==> src/rtl/mer_dsp_pkg.sv <==
`default_nettype none
// +----------------------------------------------------------------------------+
// | Module   : mer_dsp_pkg                                                     |
// | Purpose  : Shared 1sX constants, tap-index type and saturation helper.     |
// | Revision : 1.0  initial release                                            |
// +----------------------------------------------------------------------------+
package mer_dsp_pkg;

    localparam int c_MAX_TAPS = 15;

    localparam logic signed [17:0] c_ONE  = 18'sd131071;
    localparam logic signed [17:0] c_HALF = 18'sd65536;

    typedef logic [$clog2(c_MAX_TAPS)-1:0] tap_idx_t;

    // Clamp a signed value into the range of a signed width-bit word.
    function automatic logic signed [63:0] sat_to_width(input logic signed [63:0] value,
                                                        input int width);
        logic signed [63:0] max_v;
        logic signed [63:0] min_v;
        max_v = (64'sd1 <<< (width - 1)) - 64'sd1;
        min_v = -(64'sd1 <<< (width - 1));
        if (value > max_v)
            return max_v;
        else if (value < min_v)
            return min_v;
        else
            return value;
    endfunction

endpackage
`default_nettype wire

==> src/rtl/mer_err_pwr_acc.sv <==
`default_nettype none
// +----------------------------------------------------------------------------+
// | Module   : mer_err_pwr_acc                                                 |
// | Purpose  : Windowed sum of error^2 over 2^ACC_LOG2 valid symbols.          |
// | Revision : 1.0  initial release                                            |
// +----------------------------------------------------------------------------+
module mer_err_pwr_acc #(
    parameter int DATA_WIDTH = 18,
    parameter int ACC_LOG2   = 10
) (
    input  logic                             clk,
    input  logic                             reset,
    input  logic                             clk_en,
    input  logic                             sample_valid,
    input  logic signed [DATA_WIDTH-1:0]     error,
    output logic [2*DATA_WIDTH+ACC_LOG2-1:0] err_pwr,
    output logic                             err_pwr_valid
);

    localparam int c_PW = 2 * DATA_WIDTH;
    localparam int c_AW = c_PW + ACC_LOG2;

    logic signed [c_PW-1:0] w_sq;
    logic [c_AW-1:0]        w_next;
    logic [c_AW-1:0]        r_acc;
    logic [c_AW-1:0]        r_pwr;
    logic [ACC_LOG2-1:0]    r_cnt;
    logic                   r_valid;

    assign w_sq   = c_PW'(error) * c_PW'(error);
    assign w_next = r_acc + {{ACC_LOG2{1'b0}}, w_sq};

    always_ff @(posedge clk) begin
        if (!reset) begin
            r_acc   <= '0;
            r_pwr   <= '0;
            r_cnt   <= '0;
            r_valid <= 1'b0;
        end else begin
            r_valid <= 1'b0;
            if (clk_en && sample_valid) begin
                r_cnt <= r_cnt + 1'b1;
                // Last sample of the window: publish and restart from zero.
                if (&r_cnt) begin
                    r_pwr   <= w_next;
                    r_valid <= 1'b1;
                    r_acc   <= '0;
                end else begin
                    r_acc <= w_next;
                end
            end
        end
    end

    assign err_pwr       = r_pwr;
    assign err_pwr_valid = r_valid;

endmodule
`default_nettype wire

==> src/rtl/isi_channel_emulator.sv <==
`default_nettype none
// +----------------------------------------------------------------------------+
// | Module   : isi_channel_emulator                                            |
// | Purpose  : N-tap ISI channel (unity centre tap) producing decision,        |
// |            errorless decision and error; optional error power accumulator  |
// |            enabled by define MER_ERR_POWER_ACC_EN.                         |
// | Revision : 1.0  initial release                                            |
// +----------------------------------------------------------------------------+
module isi_channel_emulator
    import mer_dsp_pkg::*;
#(
    parameter int DATA_WIDTH   = 18,
    parameter int NUM_TAPS     = 5,
    parameter int CHANNEL_GAIN = 1,
    parameter int ACC_LOG2     = 10
) (
    input  logic                             clk,
    input  logic                             reset,
    input  logic                             clk_en,
    input  logic signed [DATA_WIDTH-1:0]     in_data,
    input  logic                             coef_wr,
    input  logic [$clog2(NUM_TAPS)-1:0]      coef_addr,
    input  logic signed [DATA_WIDTH-1:0]     coef_data,
    input  logic                             coef_commit,
    output logic                             coef_busy,
    output logic signed [DATA_WIDTH-1:0]     decision_variable,
    output logic signed [DATA_WIDTH-1:0]     errorless_decision_variable,
    output logic signed [DATA_WIDTH-1:0]     error,
    output logic                             out_valid,
    output logic [2*DATA_WIDTH+ACC_LOG2-1:0] err_pwr,
    output logic                             err_pwr_valid
);

    localparam int c_CENTRE = (NUM_TAPS - 1) / 2;
    localparam int c_PW     = 2 * DATA_WIDTH;
    localparam int c_SW     = c_PW + $clog2(NUM_TAPS);
    localparam int c_IW     = c_SW - DATA_WIDTH + 1;
    localparam int c_FILL   = NUM_TAPS + 3;
    localparam int c_FW     = $clog2(c_FILL + 1);

    logic signed [DATA_WIDTH-1:0] r_dline  [NUM_TAPS];
    logic signed [DATA_WIDTH-1:0] r_shadow [NUM_TAPS];
    logic signed [DATA_WIDTH-1:0] r_active [NUM_TAPS];
    logic signed [DATA_WIDTH-1:0] w_coef   [NUM_TAPS];
    logic signed [c_PW-1:0]       r_prod   [NUM_TAPS];
    logic                         r_pending;
    logic                         w_commit_now;
    logic                         w_wr_ok;
    tap_idx_t                     w_addr;

    logic signed [c_SW-1:0]       w_acc_sum;
    logic signed [c_SW-1:0]       r_acc;
    logic signed [DATA_WIDTH-1:0] r_c_d1;
    logic signed [DATA_WIDTH-1:0] r_c_d2;
    logic signed [c_IW-1:0]       w_isi;
    logic signed [DATA_WIDTH-1:0] w_isi_sat;
    logic signed [DATA_WIDTH-1:0] w_error;
    logic signed [DATA_WIDTH-1:0] w_errless;
    logic signed [DATA_WIDTH:0]   w_dec_sum;
    logic signed [DATA_WIDTH-1:0] w_decision;
    logic signed [DATA_WIDTH-1:0] r_error;
    logic signed [DATA_WIDTH-1:0] r_errless;
    logic signed [DATA_WIDTH-1:0] r_decision;
    logic [c_FW-1:0]              r_fill;

    assign w_addr       = tap_idx_t'(coef_addr);
    assign w_wr_ok      = coef_wr && (w_addr != tap_idx_t'(c_CENTRE)) && (w_addr < tap_idx_t'(NUM_TAPS));
    assign w_commit_now = clk_en && (r_pending || coef_commit);

    // A commit enable feeds the freshly copied set straight into S1.
    always_comb begin
        for (int k = 0; k < NUM_TAPS; k++)
            w_coef[k] = w_commit_now ? r_shadow[k] : r_active[k];
    end

    always_ff @(posedge clk) begin
        if (!reset) begin
            for (int k = 0; k < NUM_TAPS; k++) begin
                r_shadow[k] <= '0;
                r_active[k] <= '0;
            end
            r_pending <= 1'b0;
        end else begin
            if (w_wr_ok)
                r_shadow[coef_addr] <= coef_data;
            if (w_commit_now) begin
                r_active  <= r_shadow;
                r_pending <= 1'b0;
            end else if (coef_commit) begin
                r_pending <= 1'b1;
            end
        end
    end

    always_comb begin
        w_acc_sum = '0;
        for (int k = 0; k < NUM_TAPS; k++)
            w_acc_sum = w_acc_sum + c_SW'(r_prod[k]);
    end

    assign w_isi      = r_acc[c_SW-1:DATA_WIDTH-1];
    assign w_isi_sat  = DATA_WIDTH'(sat_to_width(64'(w_isi), DATA_WIDTH));
    assign w_error    = w_isi_sat >>> CHANNEL_GAIN;
    assign w_errless  = r_c_d2 >>> CHANNEL_GAIN;
    assign w_dec_sum  = (DATA_WIDTH+1)'(w_error) + (DATA_WIDTH+1)'(w_errless);
    assign w_decision = DATA_WIDTH'(sat_to_width(64'(w_dec_sum), DATA_WIDTH));

    always_ff @(posedge clk) begin
        if (!reset) begin
            for (int k = 0; k < NUM_TAPS; k++) begin
                r_dline[k] <= '0;
                r_prod[k]  <= '0;
            end
            r_acc      <= '0;
            r_c_d1     <= '0;
            r_c_d2     <= '0;
            r_error    <= '0;
            r_errless  <= '0;
            r_decision <= '0;
            r_fill     <= '0;
        end else if (clk_en) begin
            r_dline[0] <= in_data;
            for (int k = 1; k < NUM_TAPS; k++)
                r_dline[k] <= r_dline[k-1];
            for (int k = 0; k < NUM_TAPS; k++)
                r_prod[k] <= (k == c_CENTRE) ? '0 : c_PW'(r_dline[k]) * c_PW'(w_coef[k]);
            r_c_d1     <= r_dline[c_CENTRE];
            r_acc      <= w_acc_sum;
            r_c_d2     <= r_c_d1;
            r_error    <= w_error;
            r_errless  <= w_errless;
            r_decision <= w_decision;
            if (r_fill != c_FW'(c_FILL))
                r_fill <= r_fill + 1'b1;
        end
    end

    assign coef_busy                   = r_pending;
    assign error                       = r_error;
    assign errorless_decision_variable = r_errless;
    assign decision_variable           = r_decision;
    assign out_valid                   = (r_fill == c_FW'(c_FILL));

`ifdef MER_ERR_POWER_ACC_EN
    mer_err_pwr_acc #(
        .DATA_WIDTH (DATA_WIDTH),
        .ACC_LOG2   (ACC_LOG2)
    ) u_err_pwr_acc (
        .clk           (clk),
        .reset         (reset),
        .clk_en        (clk_en),
        .sample_valid  (out_valid),
        .error         (r_error),
        .err_pwr       (err_pwr),
        .err_pwr_valid (err_pwr_valid)
    );
`else
    assign err_pwr       = '0;
    assign err_pwr_valid = 1'b0;
`endif

endmodule
`default_nettype wire
==> config.mk <==
export PLATFORM = sky130hd
export DESIGN_NAME = isi_channel_emulator
export DESIGN_NICKNAME = d
export VERILOG_FILES = /design/src/rtl/mer_dsp_pkg.sv /design/src/rtl/mer_err_pwr_acc.sv /design/src/rtl/isi_channel_emulator.sv
export SDC_FILE = /design/constraint.sdc
export NUM_CORES = 2
export LEC_CHECK = 0
export CORE_MARGIN = 1
export CORE_UTILIZATION = 50
export DETAILED_ROUTE_END_ITERATION = 16
export GPL_TIMING_DRIVEN = 0
export PLACE_DENSITY = 0.63
export SYNTH_ARGS = -nofsm -noshare
export SYNTH_HDL_FRONTEND = slang
export SYNTH_SLANG_ARGS = --single-unit
==> constraint.sdc <==
create_clock -name clk -period 26.6 [get_ports clk]
set_clock_uncertainty 0.15 [all_clocks]
set_input_delay 6.65 -clock clk [delete_from_list [all_inputs] [get_ports clk]]
set_output_delay 6.65 -clock clk [all_outputs]
set_load 0.1 [all_outputs]
## Word-level counts from Yosys, hierarchy flattened

Memories as Yosys holds them, arrays and structs flattened.
Cells that the tools add are included.
Widths: inputs -> output; s select.

- RAM bits: 270
- Logic and storage cells: 83
- Flip-flop bits (word level): 294
- Output and inout port bits: 103
- Memories: 2

- Muxes and demuxes: 25
- Multiply operators: 4
- Reduce and logical (&&, ||, !) cells: 7
- Equal/unequal tests: 3
- $add $sub $neg: 6
- Bitwise logic cells: 12
- $lt $le $gt $ge: 7

Memory list:

| name | words | width | rd ports | clocked after memory_dff | write ports | line | text |
|---|---|---|---|---|---|---|---|
| r_prod | 5 | 36 | 5 | 0 | 5 | isi_channel_emulator.sv:45 | `logic signed [c_PW-1:0] r_prod [NUM_TAPS];` |
| r_dline | 5 | 18 | 5 | 0 | 5 | isi_channel_emulator.sv:41 | `logic signed [DATA_WIDTH-1:0] r_dline [NUM_TAPS];` |

Operators with widths:

| cell | count |
|---|---|
| $mux 18 | 14 |
| $mux 36 | 5 |
| $mul 18x18->36 | 4 |
| $bwmux 90 | 1 |
| $demux 18 s3 | 1 |
| $add 38x36->39 | 1 |
| $add 39x36->39 | 1 |
| $add 37x36->38 | 1 |
| $add 36x36->37 | 1 |
| $gt 22x18->1 const B | 1 |
| $lt 22x18->1 const B | 1 |
| $add 17x17->18 | 1 |
| $gt 18x18->1 const B | 1 |
| $lt 18x18->1 const B | 1 |
| $or 1x1->1 | 10 |
| $add 4x1->4 const B | 1 |
| $eq 4x4->1 const B | 1 |
| $ge 4x4->1 const B | 1 |
| $logic_and 1x1->1 | 4 |
| $lt 4x1->1 const B | 1 |
| $mux 1 | 4 |
| $ne 4x4->1 const B | 1 |
| $not 3->4 | 1 |
| $lt 3x3->1 const B | 1 |
| 5 further kinds | 5 |

## Depth between registers and ports, before layout

- Word-level depth: 7
- Depth in mapped cells: 29
- Mapped depth without buffers: 26

## Least setup slack after synthesis

Ideal clock, no wire load.

- Path kind: input to register
- Start point: in coef_commit
- End point: mem r_prod[0][141] in the netlist's numbering, data pin
- Path slack: 12.822 ns
- Arrival: 13.369 ns
- Data required time: 26.191 ns
- Path buffers: 3
- Cell stages on the path: 26
- Setup time: 0.259 ns
- Cells stage by stage: o21ai_1 buf_2 buf_2 mux2i_1 clkbuf_1 nor2b_1 fa_1 inv_1 fa_1 fa_1 inv_1 fa_1 fa_1 inv_1 fa_1 inv_1 ha_1 a21o_1 a21o_1 a211oi_1 o21bai_1 a31oi_1 o21ai_2 a41o_1 mux2i_1 or2_1

RTL lines:

| element | line | text |
|---|---|---|
| start, declared | isi_channel_emulator.sv:24 | `input logic coef_commit,` |
| end, declared | isi_channel_emulator.sv:45 |  |

==> metrics.md <==
| Metric | Value |
|---|---|
| Status | `complete, no violations` |
| Leading area contributor after synthesis | `fa_1` |
| CTS buffer count | `53` |
| Routability cong. | `0.957` |
| H-tree depth | `2` |
| DR vias/cell | `5.40` |
| Initial DRT Pass Iterations | `6` |
| Die Ht | `375 um` |
| Sequential power share | `38.2%` |
| CTS resizes | `0` |
| Die area | `0.141 mm^2` |
| Hold Fails Final Rpt | `0` |
| Clk Latency, worst-skew pair | `650 ps` |
| Sw Share | `37.0%` |
| Yosys cell types | `84` |
| Worst hold path type | `reg -> reg` |
| DP Wirelength | `175 mm` |
| Worst setup EP type | `flop` |
| DR iter-0 viols | `3583` |
| Seq/Total Area, Yosys | `17.4%` |
| Vias | `49685` |
| Top-area cell type share of the netlist area | `39.9%` |
| Max Cap Viol | `0` |
| Root buffer cell | `clkbuf_16` |
| Setup violations, final | `0` |
| Slew at the pin closest to its max-slew limit | `1430 ps` |
| Post-synth EDFFs | `234` |
| Largest net degree at the start of global routing | `104` |
| Drt total wl | `211 mm` |
| Hold Slack | `307 ps` |
| Worst Path Arrival | `16230 ps` |
| Most frequent cell after synthesis | `inv_1` |
| Fraction of layout cells with a size suffix above 1 | `3.38%` |
| Worst Path Required | `26790 ps` |
| Critical path fanouts, max | `10` |
| Synth area leaders | `fa_1 (40%), edfxtp_1 (10%), inv_1 (8.0%)` |
| Gate Count Post-Synth | `7152` |
| Area growth, synth to finish | `7.62%` |
| Post-CTS Hold Fix Bufs | `0` |
| Pwr dens | `31.1 mW/mm^2` |
| Vias in the first global route | `53130` |
| Post-CTS Setup Bufs | `0` |
| Power, Total | `0.00233 W` |
| Post-synth ARST share | `0%` |
| Post-route setup TNS | `0 ps` |
| Starting density of the core | `50.6%` |
| Antenna Violating Nets Remaining | `0` |
| Total grt overflow | `0` |
| CP Class | `in -> reg` |
| Synthesis-stage register bit count | `490` |
| Most frequent cells after synthesis | `inv_1 (1481), fa_1 (1389), nand2_1 (768), and2_1 (448), ha_1 (427)` |
| Rows | `136` |
| I/O Buffers | `98` |
| Peak VDD IR | `57.5 uV` |
| Main synth FF type | `dfxtp_1` |
| Clock tree buffer depth | `3` |
| Final #Nets | `9218` |
| Worst-path clk slew | `60 ps` |
| CORE AREA | `0.138 mm^2` |
| Int Pwr | `0.00147 W` |
| Min Clock Period, post-route | `16030 ps` |
| Clock Power Share | `32.3%` |
| Static leakage | `37.5 nW` |
| CTS Sinks | `490` |
| Fin. max-slew vios | `0` |
| Slew headroom | `2.08%` |
| CTS tree | `done` |
| GRT Overall Usage | `30.8%` |
| Synthesized area | `0.0697 mm^2` |
| Drt drc | `0` |
| First-pass GRT wire length | `324 mm` |
| Warnings from Yosys | `0` |
| WL/cell | `23.0 um` |
| Max Fclk | `62.4 MHz` |
| Die W | `375 um` |
| Initial antenna violation count | `9` |
| Combinational share of power | `29.5%` |
| Mean Syn Cell Area | `9.74 um^2` |
| RSZ-0062 raised after global routing | `no` |
| I/O pin count | `147` |
| Switching power | `0.000863 W` |
| Startpoint Class | `input pin` |
| Period utilization | `60.3%` |
## flip-flops by register name, summed over array words and instances (netlist names)
| name | cells |
|---|---|
| coef_busy | 1 |
| error | 17 |
| r_prod | 144 |
| r_c_d1 | 17 |
| r_active | 72 |
| decision_variable | 18 |
| r_shadow | 72 |
| errorless_decision_variable | 17 |
| r_acc | 21 |
| r_dline | 90 |
| r_c_d2 | 17 |
| r_fill | 4 |
## layout make-up
type,count,area [um^2]
well taps,1794,2240
inverters,1482,5570
clock buffers,76,1550
repair buffers,105,1090
flip-flops and latches,490,12200
plain buffers,348,1510
multi-input cells,4878,50600
diodes,3,7.51
fillers,12613,62800
clock inverters,23,215
## power by group through the flow
| stage | clock network, W | registers, W | logic, W |
|---|---|---|---|
| after floorplan | 0 | 0.000981 | 0.000373 |
| after global placement | 0 | 0.000912 | 0.000674 |
| after detailed placement | 0 | 0.000907 | 0.000682 |
| after CTS | 0.000758 | 0.000891 | 0.000685 |
| after global routing | 0.000789 | 0.000894 | 0.000735 |
| final | 0.000754 | 0.000891 | 0.000688 |
## metal layers
metal	wire length (um)	track usage, %
met5	18	0
met4	8880	11.3
met3	14800	4.48
met2	100000	50.9
met1	87200	41.4
## placed cells by master (no fill, tap or decap), drive strengths merged, types with 13 or more instances in the layout
master,Yosys,layout
edfxtp,234,234
dfxtp,256,256
or2,20,20
o21bai,21,21
mux2i,99,99
a21o,98,98
clkinv,0,13
nor3,45,45
nand2,768,768
nand3,44,44
clkdlybuf4s50,0,98
nor2b,279,279
ha,427,427
o21ai,100,100
clkbuf,218,294
a21oi,186,186
mux2,51,51
a31oi,16,16
xnor2,94,94
fa,1389,1389
nand2b,74,74
xor2,49,49
buf,130,137
o21a,40,40
and3,132,132
and2,448,448
inv,1482,1489
nand4,17,17
conb,1,47
nor2,294,294
## metrics by stage
stage          instances  utilization (%)  setup WS [ps]  cell area, um^2
6_report            9199             54.4          10570            75000
5_1_grt             9196             54.4          10400            75000
4_1_cts             9196             54.4          10640            75000
3_5_place_dp        9097             53.1           9990            73200
3_3_place_gp        9090             53.0           9590            73100
2_1_floorplan       7198                -          12820            69900
## worst paths after layout
check	from	endpoint	slack (ps)	cells after the start
setup reg to reg	coef_busy	r_prod[0][139]	16720	25
setup / recovery	clk_en	r_prod[0][139]	10570	26
hold / removal	r_acc[25]	r_acc[25]	310	2
hold reg to reg	r_acc[25]	r_acc[25]	310	2
## cells by family (layout without fill, tap and decap cells)
kind of cell,Yosys count,count (layout),synth area share [%]
AO/OA/AOI/OAI,553,553,5.21
XOR/XNOR,143,143,1.80
adder cells (fa/ha/maj),1816,1816,47.6
buffers and inverters,1830,2034,10.1
flip-flops,490,490,17.4
multiplexers,150,150,2.25
other,1,50,0.00538
AND/OR/NAND/NOR,2169,2169,15.6
## worst max-delay path, stage by stage
cell	delay, ps
clkdlybuf4s50_1	500
o21ai_1	230
buf_2	450
buf_2	570
mux2i_2	920
clkbuf_1	710
nor2b_1	130
fa_1	510
inv_1	50
fa_1	460
fa_1	520
inv_1	60
fa_1	490
fa_1	490
inv_1	50
fa_1	480
inv_1	50
ha_1	320
a21o_1	180
a21o_1	180
a211oi_1	260
o21bai_1	100
a31oi_1	620
o21ai_2	240
a41o_1	380
o311ai_1	570
No activity file was read; power rests on OpenSTA's default activity.
